### config.mk
export PLATFORM = sky130hd
export DESIGN_NAME = parity_unit
export DESIGN_NICKNAME = d
export VERILOG_FILES = /design/src/rtl/parity_unit_pkg.sv /design/src/rtl/parity_unit_parity_bit_sel.sv /design/src/rtl/parity_unit.sv
export SDC_FILE = /design/constraint.sdc
export NUM_CORES = 1
export LEC_CHECK = 0
export BUFFER_PORTS_ARGS = -buffer_cell sky130_fd_sc_hd__buf_4
export CORE_MARGIN = 2
export CORE_UTILIZATION = 30
export CTS_CLUSTER_DIAMETER = 80
export CTS_CLUSTER_SIZE = 24
export DETAILED_ROUTE_END_ITERATION = 16
export PLACE_DENSITY = 0.5
export SYNTH_ARGS = -nofsm -noshare
export SYNTH_HDL_FRONTEND = slang
export SYNTH_SLANG_ARGS = --single-unit
### constraint.sdc
create_clock -name clk -period 2.71 [get_ports clk]
set_input_delay 0.6775 -clock clk [delete_from_list [all_inputs] [get_ports clk]]
set_output_delay 0.6775 -clock clk [all_outputs]
set_load 0.05 [all_outputs]
### src/rtl/parity_unit_pkg.sv
// Shared UART parity types: parity mode encoding and RX parity-check FSM states.
package parity_unit_pkg;

    typedef enum logic [1:0] {
        PAR_EVEN  = 2'b00,
        PAR_ODD   = 2'b01,
        PAR_MARK  = 2'b10,
        PAR_SPACE = 2'b11
    } par_mode_t;

    typedef enum logic [1:0] {
        IDLE   = 2'b00,
        DATA   = 2'b01,
        PARITY = 2'b10
    } rx_par_state_t;

endpackage

### src/rtl/parity_unit_parity_bit_sel.sv
// Maps an accumulated XOR of the data bits and a parity mode to the parity bit
// that belongs on the wire. Shared by the TX generator and the RX checker.
module parity_bit_sel
    import parity_unit_pkg::*;
(
    input  logic      acc,
    input  par_mode_t mode,
    output logic      par_bit
);

    always_comb begin
        par_bit = acc;
        case (mode)
            PAR_EVEN:  par_bit = acc;
            PAR_ODD:   par_bit = ~acc;
            PAR_MARK:  par_bit = 1'b1;
            PAR_SPACE: par_bit = 1'b0;
            default:   par_bit = acc;
        endcase
    end

endmodule

### src/rtl/parity_unit.sv
// UART parity unit: registered TX parity generation plus a serial RX parity
// checker with per-frame error pulse, sticky flag and saturating error counter.
module parity_unit
    import parity_unit_pkg::*;
#(
    parameter int DATA_WIDTH    = 8,
    parameter int ERR_CNT_WIDTH = 8
) (
    input  logic                     clk,
    input  logic                     rst,
    input  logic                     par_en,
    input  logic [1:0]               par_mode,
    input  logic [DATA_WIDTH-1:0]    tx_p_data,
    input  logic                     tx_data_valid,
    input  logic                     tx_load,
    output logic                     tx_par_bit,
    input  logic                     rx_start,
    input  logic                     rx_sample_en,
    input  logic                     rx_bit,
    output logic                     rx_busy,
    output logic                     rx_done,
    output logic                     rx_par_err,
    output logic                     err_sticky,
    output logic [ERR_CNT_WIDTH-1:0] err_cnt,
    input  logic                     err_clr
);

    localparam int CNT_W = $clog2(DATA_WIDTH + 1);
    localparam logic [CNT_W-1:0] LAST_BIT = CNT_W'(DATA_WIDTH - 1);
    localparam logic [ERR_CNT_WIDTH-1:0] ERR_CNT_MAX = '1;

    // ---------------- TX: latch word and mode on load ----------------
    logic [DATA_WIDTH-1:0] tx_data_p0;
    par_mode_t             tx_mode_p0;

    always_ff @(posedge clk) begin
        if (rst) begin
            tx_data_p0 <= '0;
            tx_mode_p0 <= PAR_EVEN;
        end else if (tx_load && tx_data_valid) begin
            tx_data_p0 <= tx_p_data;
            tx_mode_p0 <= par_mode_t'(par_mode);
        end
    end

    // Parity depends only on the latched pair, so a live mode change is invisible.
    parity_bit_sel u_tx_sel (
        .acc     (^tx_data_p0),
        .mode    (tx_mode_p0),
        .par_bit (tx_par_bit)
    );

    // ---------------- RX: serial parity check FSM ----------------
    rx_par_state_t    state, state_n;
    logic             acc, acc_n;
    logic [CNT_W-1:0] cnt, cnt_n;
    logic             rx_en_p0, rx_en_n;
    par_mode_t        rx_mode_p0, rx_mode_n;
    logic             done_n, err_n;
    logic             rx_exp_bit;

    parity_bit_sel u_rx_sel (
        .acc     (acc),
        .mode    (rx_mode_p0),
        .par_bit (rx_exp_bit)
    );

    always_comb begin
        state_n   = state;
        acc_n     = acc;
        cnt_n     = cnt;
        rx_en_n   = rx_en_p0;
        rx_mode_n = rx_mode_p0;
        done_n    = 1'b0;
        err_n     = 1'b0;
        // A start bit always (re)opens a frame, even mid-frame, to resync on glitches.
        if (rx_start) begin
            state_n   = DATA;
            acc_n     = 1'b0;
            cnt_n     = '0;
            rx_en_n   = par_en;
            rx_mode_n = par_mode_t'(par_mode);
        end else begin
            case (state)
                DATA: begin
                    if (rx_sample_en) begin
                        acc_n = acc ^ rx_bit;
                        cnt_n = cnt + CNT_W'(1);
                        if (cnt == LAST_BIT) begin
                            if (rx_en_p0) begin
                                state_n = PARITY;
                            end else begin
                                state_n = IDLE;
                                done_n  = 1'b1;
                            end
                        end
                    end
                end
                PARITY: begin
                    if (rx_sample_en) begin
                        state_n = IDLE;
                        done_n  = 1'b1;
                        err_n   = (rx_bit != rx_exp_bit);
                    end
                end
                default: ;
            endcase
        end
    end

    always_ff @(posedge clk) begin
        if (rst) begin
            state      <= IDLE;
            acc        <= 1'b0;
            cnt        <= '0;
            rx_en_p0   <= 1'b0;
            rx_mode_p0 <= PAR_EVEN;
            rx_done    <= 1'b0;
            rx_par_err <= 1'b0;
            err_sticky <= 1'b0;
            err_cnt    <= '0;
        end else begin
            state      <= state_n;
            acc        <= acc_n;
            cnt        <= cnt_n;
            rx_en_p0   <= rx_en_n;
            rx_mode_p0 <= rx_mode_n;
            rx_done    <= done_n;
            rx_par_err <= err_n;
            // A coincident clear is applied first, then the new error counts.
            if (err_n) begin
                err_sticky <= 1'b1;
                if (err_clr) begin
                    err_cnt <= ERR_CNT_WIDTH'(1);
                end else if (err_cnt != ERR_CNT_MAX) begin
                    err_cnt <= err_cnt + ERR_CNT_WIDTH'(1);
                end
            end else if (err_clr) begin
                err_sticky <= 1'b0;
                err_cnt    <= '0;
            end
        end
    end

    assign rx_busy = (state != IDLE);

endmodule

==> Word-level counts from Yosys, hierarchy flattened <==
Cells that the tools add are included.
{ "totals": {"regBits": 31, "latchBits": 0, "mem_bits_rw": 0, "mem_bits_ro": 0, "inputBits": 19, "out_inout_bits": 13, "elab_cells": 70, "n_memories": 0} }
{ "op_classes": {"n_addsub": 2, "n_mul": 0, "div": 0, "n_lt_le_gt_ge": 0, "n_eq_ne": 17, "shifts": 0, "muxes": 22, "bitwise": 3, "n_reduce_logical": 14} }
{ "op_table": {"columns": ["operator", "count"], "rows": [
  ["$mux W8", 4],
  ["$eq A2 B2 Y1 const B", 5],
  ["$mux W1", 10],
  ["$ne A3 B3 Y1 const B", 3],
  ["$add A8 B1 Y8 const B", 1],
  ["$mux W2", 4],
  ["$ne A8 B8 Y1 const B", 1],
  ["$pmux W1 S4", 2],
  ["$reduce_and A4 Y1", 2],
  ["$reduce_bool A2 Y1", 4],
  ["$reduce_xor A8 Y1", 1],
  ["$eq A2 B1 Y1 const B", 3],
  ["$ne A2 B2 Y1 const B", 3],
  ["$add A4 B1 Y4 const B", 1],
  ["$eq A4 B3 Y1 const B", 1],
  ["$logic_not A2 Y1", 2],
  ["$pmux W2 S2", 1],
  ["$reduce_and A2 Y1", 2],
  ["$reduce_bool A3 Y1", 1],
  ["$not A1 Y1", 2],
  ["$pmux W1 S2", 1],
  ["$reduce_or A2 Y1", 1],
  ["$logic_and A1 B1 Y1", 1],
  ["$ne A1 B1 Y1", 1],
  ["$xor A1 B1 Y1", 1]
]} }

==> Logic depth before layout (Yosys ltp) <==
Gate-level depths: netlist of run 1.
{ "logic_depth": {"ltp_word": 8, "depth_mapped": 7, "depth_no_buf": 7} }

==> Cells and area by module <==
Synthesis of run 1 repeated with hierarchy kept, for this count alone.
{ "unflattened": {"hier_cells": 168, "hier_area_um2": 1465.2} }
{ "by_module_without_submodules": {"columns": ["module", "n_inst", "cells_per_inst", "area_each_um2", "seq_area_each_um2"], "rows": [
  ["parity_unit", 1, 164, 1435.1, 620.6],
  ["parity_bit_sel", 2, 2, 15.0, 0.0]
]} }

==> Least setup slack after synthesis of run 1 <==
No wires, ideal clock.
{ "synth_timing": {"path_kind": "flip-flop to output port", "start": "register tx_data_p0[7]", "end": "output tx_par_bit", "t_arrival_ps": 1645, "t_required_ps": 2033, "path_slack_ps": 387, "stages_incl_launch_ff": 6, "n_path_buf": 0, "path_cell_list": "dfxtp_1 > xor2_1 > xnor2_1 > xnor2_1 > nor2_1 > xnor2_1"} }
{ "synth_via": {"elab_chain_cells": 3} }
{ "synth_rtl": {"columns": ["item", "line", "text"], "rows": [
  ["from (decl)", "parity_unit.sv:33", "logic [DATA_WIDTH-1:0] tx_data_p0;"],
  ["from (signal assigned)", "parity_unit.sv:41", "tx_data_p0 <= tx_p_data;"],
  ["$reduce_xor A8 Y1 *", "parity_unit.sv:48", ".acc (^tx_data_p0),"],
  ["$not A1 Y1", "parity_unit_parity_bit_sel.sv:15", "PAR_ODD: par_bit = ~acc;"],
  ["$pmux W1 S4 *", "parity_unit_parity_bit_sel.sv:13", "case (mode)"],
  ["to (decl)", "parity_unit.sv:16", "output logic tx_par_bit,"]
]} }
Every way passes the cells marked *; elsewhere a longest branch is shown, timed or not.

==> Worst setup path after layout of run 1 <==
{ "layout_timing": {"start": "register tx_data_p0[6]", "end": "output tx_par_bit"} }
Same word-level chain as after synthesis.

==> impl_metrics.tcl, run 1 <==
set metrics [dict create \
    timing.max_slew.rel_slack 0.693 \
    cp.depth 6 \
    dp_worst_setup_slack_ns 0.656 \
    detailed_place.area_sq_um 1700 \
    core_sq_um 4660 \
    synth_top_cell_by_area "sky130_fd_sc_hd__dfxtp_1" \
    maximum_level_of_the_cts_h_tree 2 \
    drc_errors 0 \
    detailroute.via_count 1236 \
    setup-tns-final_ns 0 \
    post_synth_edffs 0 \
    wl_per_cell_microns 11.9 \
    cts_tree "built" \
    number_of_buffers_inserted_by_hold_repair_at_cts 0 \
    status "finished clean" \
    path_max_fanout 2 \
    numPortBuffers 31 \
    crit_path_max_incr_delay_ns 0.33 \
    r2r_start "err_cnt[0]" \
    timing_worst_slew_pin_value_ns 0.458 \
    critical-path-top-cell-by-count "sky130_fd_sc_hd__xnor2_1" \
    post_synth_most_frequent_cells "31 x sky130_fd_sc_hd__dfxtp_1, 31 x sky130_fd_sc_hd__nand2_1, 19 x sky130_fd_sc_hd__a21oi_1, 14 x sky130_fd_sc_hd__nor2_1, 8 x sky130_fd_sc_hd__xnor2_1" \
    syn_nets 192 \
    vdd_drop_max_mv 0.216 \
    clock_tree.root_cell "sky130_fd_sc_hd__clkbuf_8" \
    synth.area.top_cells "sky130_fd_sc_hd__dfxtp_1 44%, sky130_fd_sc_hd__nand2_1 8.2%, sky130_fd_sc_hd__a21oi_1 6.7%" \
    drive_gt1_frac 0.215 \
    cts-resized-gates 0 \
    postSynth.asyncResetShare 0 \
    antenna_violating_nets_left 0 \
    setup_viol_count_final 0 \
    post_synth_inst_count 168 \
    drt-vias-per-instance 4.87 \
    place.detailed.hpwl_mm 2.24 \
    rsz0062_at_grt "no" \
    cts.reportedPaths.clkPinSlew_ns 0.06 \
    cap_viol_max_count 0 \
    worst_r2r_end "err_cnt[7]" \
    synthToLayoutAreaGrowth_pct 25.7 \
    postLayoutSetupSlackWorst_ns 0.477 \
    drt_pass1_iterations 4 \
    synthesis.yosys.warnings 0 \
    height_of_the_die_microns 72.9 \
    capture_point_of_the_critical_path "tx_par_bit" \
    die_x_microns 72.9 \
    gr-usage-met3 0.0345 \
    detail_route.iter0.violations 56 \
    pin_count_of_the_biggest_net_entering_global_routing 21 \
    timing.hold.ws_ns 0.457 \
    skew_ns 0.00581 \
    worst_setup_path_startpoint "tx_data_p0[6]" \
    timing.setup.critical_path_class "reg -> out" \
    worst_hold_path_type "reg -> reg" \
    worst-r2r-setup-slack_ns 0.98 \
    top_level_ports 32 \
    worst_ep_arrival_time_ns 1.56 \
    synth_area_per_cell_sq_um 8.47 \
    fin_nets 224 \
    finalCriticalPeriod_ns 2.23 \
    core.rowCount 25 \
    postLayoutCellArea_sq_um 1790 \
    final_hold_viol_count 0 \
    critPathRequiredTime_ns 2.03 \
    crit_slowest_cell "sky130_fd_sc_hd__dfxtp_1" \
    num_antenna_cells 0 \
    crit_chain "xnor2_1 > xnor2_1 > xnor2_1 > nor2_1 > xnor2_1 > buf_4" \
    gp_congestion 0.709 \
    global_route.usage.met1 0.146 \
    clock-sinks 31 \
    global_route_wire_length_before_repair_mm 5.22 \
    numCtsBuffers 5 \
    path_delay_family "XOR/XNOR gates" \
    finalWirelength_mm 3.01 \
    layer_carrying_the_most_global_route_usage "met2" \
    unique_masters_post_synth 32 \
    initial_utilization 0.305 \
    crit_end_element "output port" \
    synth_top_cell_area_share 0.436 \
    p_total_uw 971 \
    globalRouteOverflowTotal 0 \
    worst_r2r_path_depth 5 \
    synth_seq_area_share 0.436 \
    postCtsSetupRepairBufs 0 \
    timing.critical_path.from_type "register" \
    first_global_vias 1260 \
    globalRouteTotalUtil 0.127 \
    clk_path_buf_depth 2 \
    dominantRegCellSynth "sky130_fd_sc_hd__dfxtp_1" \
    cellPowerDensity_nw_per_um2 543 \
    final_min_period_over_clock_period 0.824 \
    ys_seq_elements 31 \
    path_buf_inv 1 \
    mappedNetlistArea_sq_um 1420 \
    antenna_found_initial 0 \
    clk-insertion-delay-late_ns 0.28 \
    max_freq_mhz 448 \
    met2_usage 0.209 \
    power.leakage_uw 0.000712 \
    die_outline_area_sq_um 5310 \
    report.final.slew_viol_count 0 \
]
registers in the layout, summed over array words and instances (netlist names):
signal / count
acc: 1
cnt: 4
err_cnt: 8
err_sticky: 1
rx_done: 1
rx_en_p0: 1
rx_mode_p0: 2
rx_par_err: 1
state: 2
tx_data_p0: 8
tx_mode_p0: 2
cell families (layout without fill, tap and decap cells):
| kind of cell | Yosys count | after routing | share of synthesized area |
|---|---|---|---|
| AND/OR/NAND/NOR | 73 | 73 | 0.253 |
| AO/OA/AOI/OAI | 28 | 28 | 0.108 |
| multiplexers | 5 | 5 | 0.0352 |
| buffers and inverters | 12 | 44 | 0.0317 |
| flip-flops | 31 | 31 | 0.436 |
| XOR/XNOR | 14 | 14 | 0.0915 |
| adder cells (fa/ha/maj) | 5 | 5 | 0.0440 |
how the worst min path moves through the flow:
| stage | from | endpoint | slack (ns) | cells past startpoint |
|---|---|---|---|---|
| after floorplan | tx_mode_p0[1] | tx_mode_p0[1] | 0.44 | 2 |
| after global routing | tx_data_p0[7] | tx_data_p0[7] | 0.49 | 2 |
| after CTS | tx_mode_p0[1] | tx_mode_p0[1] | 0.46 | 2 |
| final | tx_mode_p0[1] | tx_mode_p0[1] | 0.46 | 2 |
| after detailed placement | tx_mode_p0[1] | tx_mode_p0[1] | 0.45 | 2 |
| after global placement | tx_mode_p0[1] | tx_mode_p0[1] | 0.44 | 2 |
worst reg2reg max path, cell delays in order, from the launching register on:
cell,delay [ns]
sky130_fd_sc_hd__dfxtp_1,0.35
sky130_fd_sc_hd__ha_1,0.28
sky130_fd_sc_hd__nand4_1,0.21
sky130_fd_sc_hd__nand3b_4,0.15
sky130_fd_sc_hd__or4_1,0.52
sky130_fd_sc_hd__a21oi_1,0.15
layer usage:
metal	part of all wire	routed length [microns]
met5	0	0
met4	0.022	67
met3	0.046	138
met2	0.49	1470
met1	0.44	1330
stage by stage:
stage                     utilization  instances
after floorplan                     -        168
after global placement          0.365        247
after detailed placement        0.365        247
after CTS                       0.384        254
after global routing            0.384        254
final                           0.384        254
area by class of cell:
cell class	count	area, sq um
clock inverter	1	5.00
sequential	31	621
inverter	6	22.5
clock buffer	6	82.6
timing repair buffer	31	233
multi-input combinational	125	757
fill	499	2870
tap	54	67.6
power breakdown:
part           total [uW]  leakage (uW)  switching (uW)  internal, uW
sequential            475      0.000252            7.67           467
combinational         130      0.000413            71.7          58.5
clock                 366     0.0000470             167           199
cell usage in the layout, fill, tap and decap left out, drive strengths merged, types with 2 or more instances in the layout:
master,netlist,final
nand3,7,7
dfxtp,31,31
inv,6,6
xnor2,9,9
or4,3,3
or2,2,2
buf,1,31
nand3b,2,2
and4,2,2
a211oi,2,2
mux2i,5,5
nand2b,2,2
nand2,31,31
clkbuf,5,6
ha,5,5
xor2,5,5
nor3,2,2
o21ai,3,3
o31ai,3,3
a21oi,19,19
nor2,15,15
No activity file was read; power rests on OpenSTA's default activity.
==> run 2: changes to the inputs <==
--- a/config.mk
+++ b/config.mk
@@ -11,7 +11,7 @@
 export CTS_CLUSTER_DIAMETER = 80
 export CTS_CLUSTER_SIZE = 24
 export DETAILED_ROUTE_END_ITERATION = 16
-export PLACE_DENSITY = 0.5
+export PLACE_DENSITY = 0.52
 export SYNTH_ARGS = -nofsm -noshare
 export SYNTH_HDL_FRONTEND = slang
 export SYNTH_SLANG_ARGS = --single-unit
==> constraint.sdc (replaced) <==
create_clock -name clk -period 2 [get_ports clk]
set_input_delay 0.5 -clock clk [delete_from_list [all_inputs] [get_ports clk]]
set_output_delay 0.5 -clock clk [all_outputs]
set_load 0.05 [all_outputs]
==> run 2 against run 1 <==
Net effect: the run now ends with setup timing left; highest routed layer unchanged; sequential share of layout area is 0.30 points lower; wire length down 4.7%; clock power grew 27%; count of clock-buffer cells in the layout grew 1; largest power group unchanged; power increased by 34%; die area is the same; critical path type unchanged; core utilization increased by 0.72 points; sequential cell count unchanged; cell area is 1.9% higher; largest cell class unchanged; first-iteration DRC count down 55%.
==> impl_metrics.tcl, run 2 (synthesis results as in run 1) <==
set metrics [dict create \
    status "finished with violations" \
    violated_checks "setup timing" \
    critical-path-top-cell-by-count "sky130_fd_sc_hd__xnor2_2" \
    timing.hold.ws_ns 0.458 \
    cts.reportedPaths.clkPinSlew_ns 0.06 \
    initial_utilization 0.305 \
    postLayoutSetupSlackWorst_ns -0.0216 \
    critPathRequiredTime_ns 1.50 \
    seq_area_sq_um 627 \
    first_global_vias 1085 \
    finalWirelength_mm 2.87 \
    core.rowCount 25 \
    drc_errors 0 \
    num-fill-cells 485 \
    skew_ns 0.00731 \
    path_max_fanout 2 \
    drive_gt1_frac 0.254 \
    final_standard_cell_count_with_taps_included_and_fillers_excluded 255 \
    timing.setup.critical_path_class "reg -> out" \
    timing.max_slew.rel_slack 0.746 \
    wl_per_cell_microns 11.3 \
    worst_hold_path_type "in -> reg" \
    crit_slowest_cell "sky130_fd_sc_hd__dfxtp_2" \
    placed_cells_incl_taps 247 \
    fin_nets 224 \
    vdd_drop_max_mv 0.332 \
    cts_tree "built" \
    detailroute.via_count 1197 \
    final_hold_viol_count 0 \
    drt-vias-per-instance 4.69 \
    number_of_buffers_inserted_by_hold_repair_at_cts 0 \
    clk_path_buf_depth 2 \
    p_total_uw 1300 \
    antenna_violating_nets_left 0 \
    crit_path_max_incr_delay_ns 0.33 \
    core_sq_um 4660 \
    globalRouteOverflowTotal 0 \
    utilization 0.391 \
    detail_route.iter0.violations 25 \
    numPortBuffers 31 \
    global_route_wire_length_before_repair_mm 4.83 \
    rsz0062_at_grt "yes" \
    final_min_period_over_clock_period 1.01 \
    power.leakage_uw 0.000726 \
    timing_worst_slew_pin_value_ns 0.381 \
    crit_end_element "output port" \
    max_freq_mhz 495 \
    clock-sinks 31 \
    clock_tree.root_cell "sky130_fd_sc_hd__clkbuf_8" \
    cellPowerDensity_nw_per_um2 716 \
    maximum_level_of_the_cts_h_tree 2 \
    worst_r2r_path_depth 7 \
    top_level_ports 32 \
    crit_chain "xnor2_2 > xnor2_2 > xnor2_1 > nor2_1 > xnor2_2 > buf_6" \
    whs_path_depth 3 \
    cap_viol_max_count 0 \
    die_outline_area_sq_um 5310 \
    setup-tns-final_ns -0.0216 \
    place.detailed.hpwl_mm 2.06 \
    timing.critical_path.from_type "register" \
    drt_pass1_iterations 2 \
    clk-insertion-delay-late_ns 0.28 \
    pin_count_of_the_biggest_net_entering_global_routing 21 \
    setup_viol_count_final 1 \
    final_common_cell "sky130_fd_sc_hd__nand2_1" \
    num_antenna_cells 0 \
    globalRouteTotalUtil 0.120 \
    layout_common_cells "31 x sky130_fd_sc_hd__nand2_1, 30 x sky130_fd_sc_hd__buf_4, 26 x sky130_fd_sc_hd__dfxtp_1" \
    largestRegisters "err_cnt x8, tx_data_p0 x8, cnt x4" \
    gp_congestion 0.759 \
    multiInputGateArea_sq_um 787 \
    worst_ep_arrival_time_ns 1.52 \
    report.final.slew_viol_count 0 \
    height_of_the_die_microns 72.9 \
    antenna_found_initial 0 \
    finalCriticalPeriod_ns 2.02 \
    numCtsBuffers 5 \
    die_x_microns 72.9 \
    synthToLayoutAreaGrowth_pct 28.1 \
]
-- run 2: cell types whose count changed in the layout (fill, tap and decap cells not counted), sizes merged --
| cell | previous run | this run |
|---|---|---|
| clkbuf | 6 | 7 |
-- run 2: path summary, 6_finish.rpt --
path | startpoint | end | slack [ns]
setup / recovery | tx_data_p0[6] | tx_par_bit | -0.02
hold / removal | tx_p_data[7] | tx_data_p0[7] | 0.46
setup reg to reg | state[0] | err_cnt[7] | 0.30
hold reg to reg | tx_mode_p0[1] | tx_mode_p0[1] | 0.46
-- run 2: power by group --
part / leakage, uW / total (uW) / switching (uW) / internal (uW)
sequential: 0.000254 / 645 / 11.5 / 634
combinational: 0.000430 / 195 / 103 / 92.7
clock: 0.0000422 / 464 / 220 / 244
total: 0.000726 / 1300 / 334 / 970
-- run 2: what timing repair did --
action,4_1_cts,5_1_grt
resized for setup,3,6
setup buffers,0,0
endpoints found under the setup margin,1,1
pin swaps,0,1
-- run 2: cell type report --
type / count / area share
Multi-Input combinational cell: 125 / 0.432
Sequential cell: 31 / 0.344
Timing Repair Buffer: 31 / 0.130
Clock buffer: 7 / 0.0419
Tap cell: 54 / 0.0371
Inverter: 6 / 0.0124
Clock inverter: 1 / 0.00275
-- run 2: metal layers --
layer  routed length [microns]  up-vias  GRT usage
met3                       139       13     0.0401
met4                       101        0     0.0802
met5                         0        -          0
met1                      1410      524      0.152
li1                          -      629          -
met2                      1220       31      0.173
-- run 2: per-stage QoR --
stage / instance area [sq um] / worst slack [ns]
2_1_floorplan: 1430 / 0.162
3_3_place_gp: 1710 / 0.148
3_5_place_dp: 1710 / 0.149
4_1_cts: 1800 / -0.0551
5_1_grt: 1820 / -0.100
6_report: 1820 / -0.0216
-- run 2: critical path, delay by kind of cell (launching register included) --
kind	cells	cell delay [ns]
buffers and inverters	1	0.18
flip-flops	1	0.33
AND/OR/NAND/NOR	1	0.15
XOR/XNOR	4	0.57
==> run 3: changes to the inputs <==
--- a/config.mk
+++ b/config.mk
@@ -6,6 +6,7 @@
 export NUM_CORES = 1
 export LEC_CHECK = 0
 export BUFFER_PORTS_ARGS = -buffer_cell sky130_fd_sc_hd__buf_4
+export CORE_ASPECT_RATIO = 0.9
 export CORE_MARGIN = 2
 export CORE_UTILIZATION = 30
 export CTS_CLUSTER_DIAMETER = 80
==> run 3 against run 2 <==
Net effect: the run still ends with setup timing left; clock power up 0.9%; core utilization up 1.9 points; non-clock buffer count unchanged; clock skew down 0.0027 ns; global-route usage down 0.65 points; maximum frequency down 1.2%; via count up 2.4%; power up 0.69%; critical path type unchanged.
==> impl_metrics.tcl, run 3 (synthesis results as in run 1) <==
set metrics [dict create \
    status "finished with violations" \
    violated_checks "setup timing" \
    antenna_violating_nets_left 0 \
    drive_gt1_frac 0.259 \
    worst_ep_arrival_time_ns 1.55 \
    number_of_buffers_inserted_by_hold_repair_at_cts 0 \
    clock-sinks 31 \
    numCtsBuffers 5 \
    final_standard_cell_count_with_taps_included_and_fillers_excluded 263 \
    pin_count_of_the_biggest_net_entering_global_routing 21 \
    die_outline_area_sq_um 5310 \
    gp_congestion 0.732 \
    num_antenna_cells 0 \
    drc_errors 0 \
    detail_route.iter0.violations 50 \
    timing.critical_path.from_type "register" \
    drt_pass1_iterations 4 \
    clk-insertion-delay-late_ns 0.28 \
    final_hold_viol_count 0 \
    postCtsSetupRepairBufs 0 \
    max_freq_mhz 489 \
    path_max_fanout 2 \
    timing_worst_slew_pin_value_ns 0.360 \
    drt-vias-per-instance 4.66 \
    skew_ns 0.00464 \
    wl_per_cell_microns 11.3 \
    clock_tree.root_cell "sky130_fd_sc_hd__clkbuf_8" \
    layout_common_cells "31 x sky130_fd_sc_hd__nand2_1, 30 x sky130_fd_sc_hd__buf_4, 28 x sky130_fd_sc_hd__dfxtp_1" \
    globalRouteOverflowTotal 0 \
    final_common_cell "sky130_fd_sc_hd__nand2_1" \
    postLayoutSetupSlackWorst_ns -0.0459 \
    dp_worst_setup_slack_ns 0.103 \
    setup_viol_count_final 1 \
    cap_viol_max_count 0 \
    finalWirelength_mm 2.97 \
    cts_tree "built" \
    vdd_drop_max_mv 0.485 \
    timing.max_slew.rel_slack 0.758 \
    rsz0062_at_grt "yes" \
    numPortBuffers 31 \
    detailroute.via_count 1226 \
    cellPowerDensity_nw_per_um2 709 \
    finalCriticalPeriod_ns 2.05 \
    core_sq_um 4520 \
    globalRouteTotalUtil 0.114 \
    height_of_the_die_microns 69.3 \
    synthToLayoutAreaGrowth_pct 30.2 \
    first_global_vias 1172 \
    setup-tns-final_ns -0.0459 \
    antenna_found_initial 0 \
    clk_path_buf_depth 2 \
    final_min_period_over_clock_period 1.02 \
    crit_end_element "output port" \
    fin_nets 224 \
    cts.reportedPaths.clkPinSlew_ns 0.06 \
    top_level_ports 32 \
    report.final.slew_viol_count 0 \
    critPathRequiredTime_ns 1.50 \
    maximum_level_of_the_cts_h_tree 2 \
    worst_hold_path_type "reg -> reg" \
    largestRegisters "err_cnt x8, tx_data_p0 x8, cnt x4" \
    timing.setup.critical_path_class "reg -> out" \
    initial_utilization 0.315 \
    power.leakage_uw 0.000734 \
    die_x_microns 76.6 \
    core.rowCount 23 \
    placed_cells_incl_taps 255 \
    place.detailed.hpwl_mm 2.25 \
    global_route_wire_length_before_repair_mm 4.89 \
]
## run 3: cell counts in the layout (fill, tap and decap cells not counted)
Identical to the previous run, type by type.
## run 3: repair_timing
action                                  CTS  global route
gates resized for setup                   3             7
gates cloned                              0             0
endpoints found under the setup margin    1             1
pin swaps                                 4             6
## run 3: cell type report
| type | count | area [sq um] |
|---|---|---|
| multi-input cells | 125 | 810 |
| clock inverters | 1 | 5.00 |
| flip-flops and latches | 31 | 624 |
| inverters | 6 | 22.5 |
| fillers | 454 | 2670 |
| clock buffers | 7 | 76.3 |
| well taps | 62 | 77.6 |
| repair buffers | 31 | 236 |
## run 3: critical path, cell delays in order, from the launching register on
cell and delay [ns]:
sky130_fd_sc_hd__dfxtp_2 0.33, sky130_fd_sc_hd__xor2_2 0.18, sky130_fd_sc_hd__xnor2_2 0.14, sky130_fd_sc_hd__xnor2_1 0.12, sky130_fd_sc_hd__nor2_1 0.17, sky130_fd_sc_hd__xnor2_2 0.14
sky130_fd_sc_hd__buf_6 0.17
## run 3: final timing paths
check,depth (start not counted),startpoint,to,slack (ns)
min reg2reg,2,tx_mode_p0[1],tx_mode_p0[1],0.46
max reg2reg,5,err_cnt[0],err_cnt[7],0.27
max,6,tx_data_p0[2],tx_par_bit,-0.05
min,2,tx_mode_p0[1],tx_mode_p0[1],0.46
## run 3: metal layers
layer | global-route usage | vias to the layer above | share of wire
met2 | 0.192 | 21 | 0.48
met5 | 0 | - | 0
met3 | 0.0430 | 4 | 0.054
met1 | 0.128 | 568 | 0.45
li1 | - | 633 | -
met4 | 0.0505 | 0 | 0.011
## run 3: power breakdown
group | internal [uW] | total [uW] | switching [uW]
registers | 633 | 647 | 13.2
clock network | 244 | 468 | 224
logic | 96.4 | 199 | 103
total | 974 | 1310 | 340
## run 3: per-stage QoR
step                      total power [uW]  cell area (sq um)  utilization  hold slack (ns)
after floorplan                        782               1430            -            0.437
after global placement                 838               1720        0.380            0.444
after detailed placement               843               1720        0.380            0.455
after CTS                             1320               1810        0.400            0.448
after global routing                  1370               1850        0.410            0.465
final                                 1310               1850        0.410            0.458
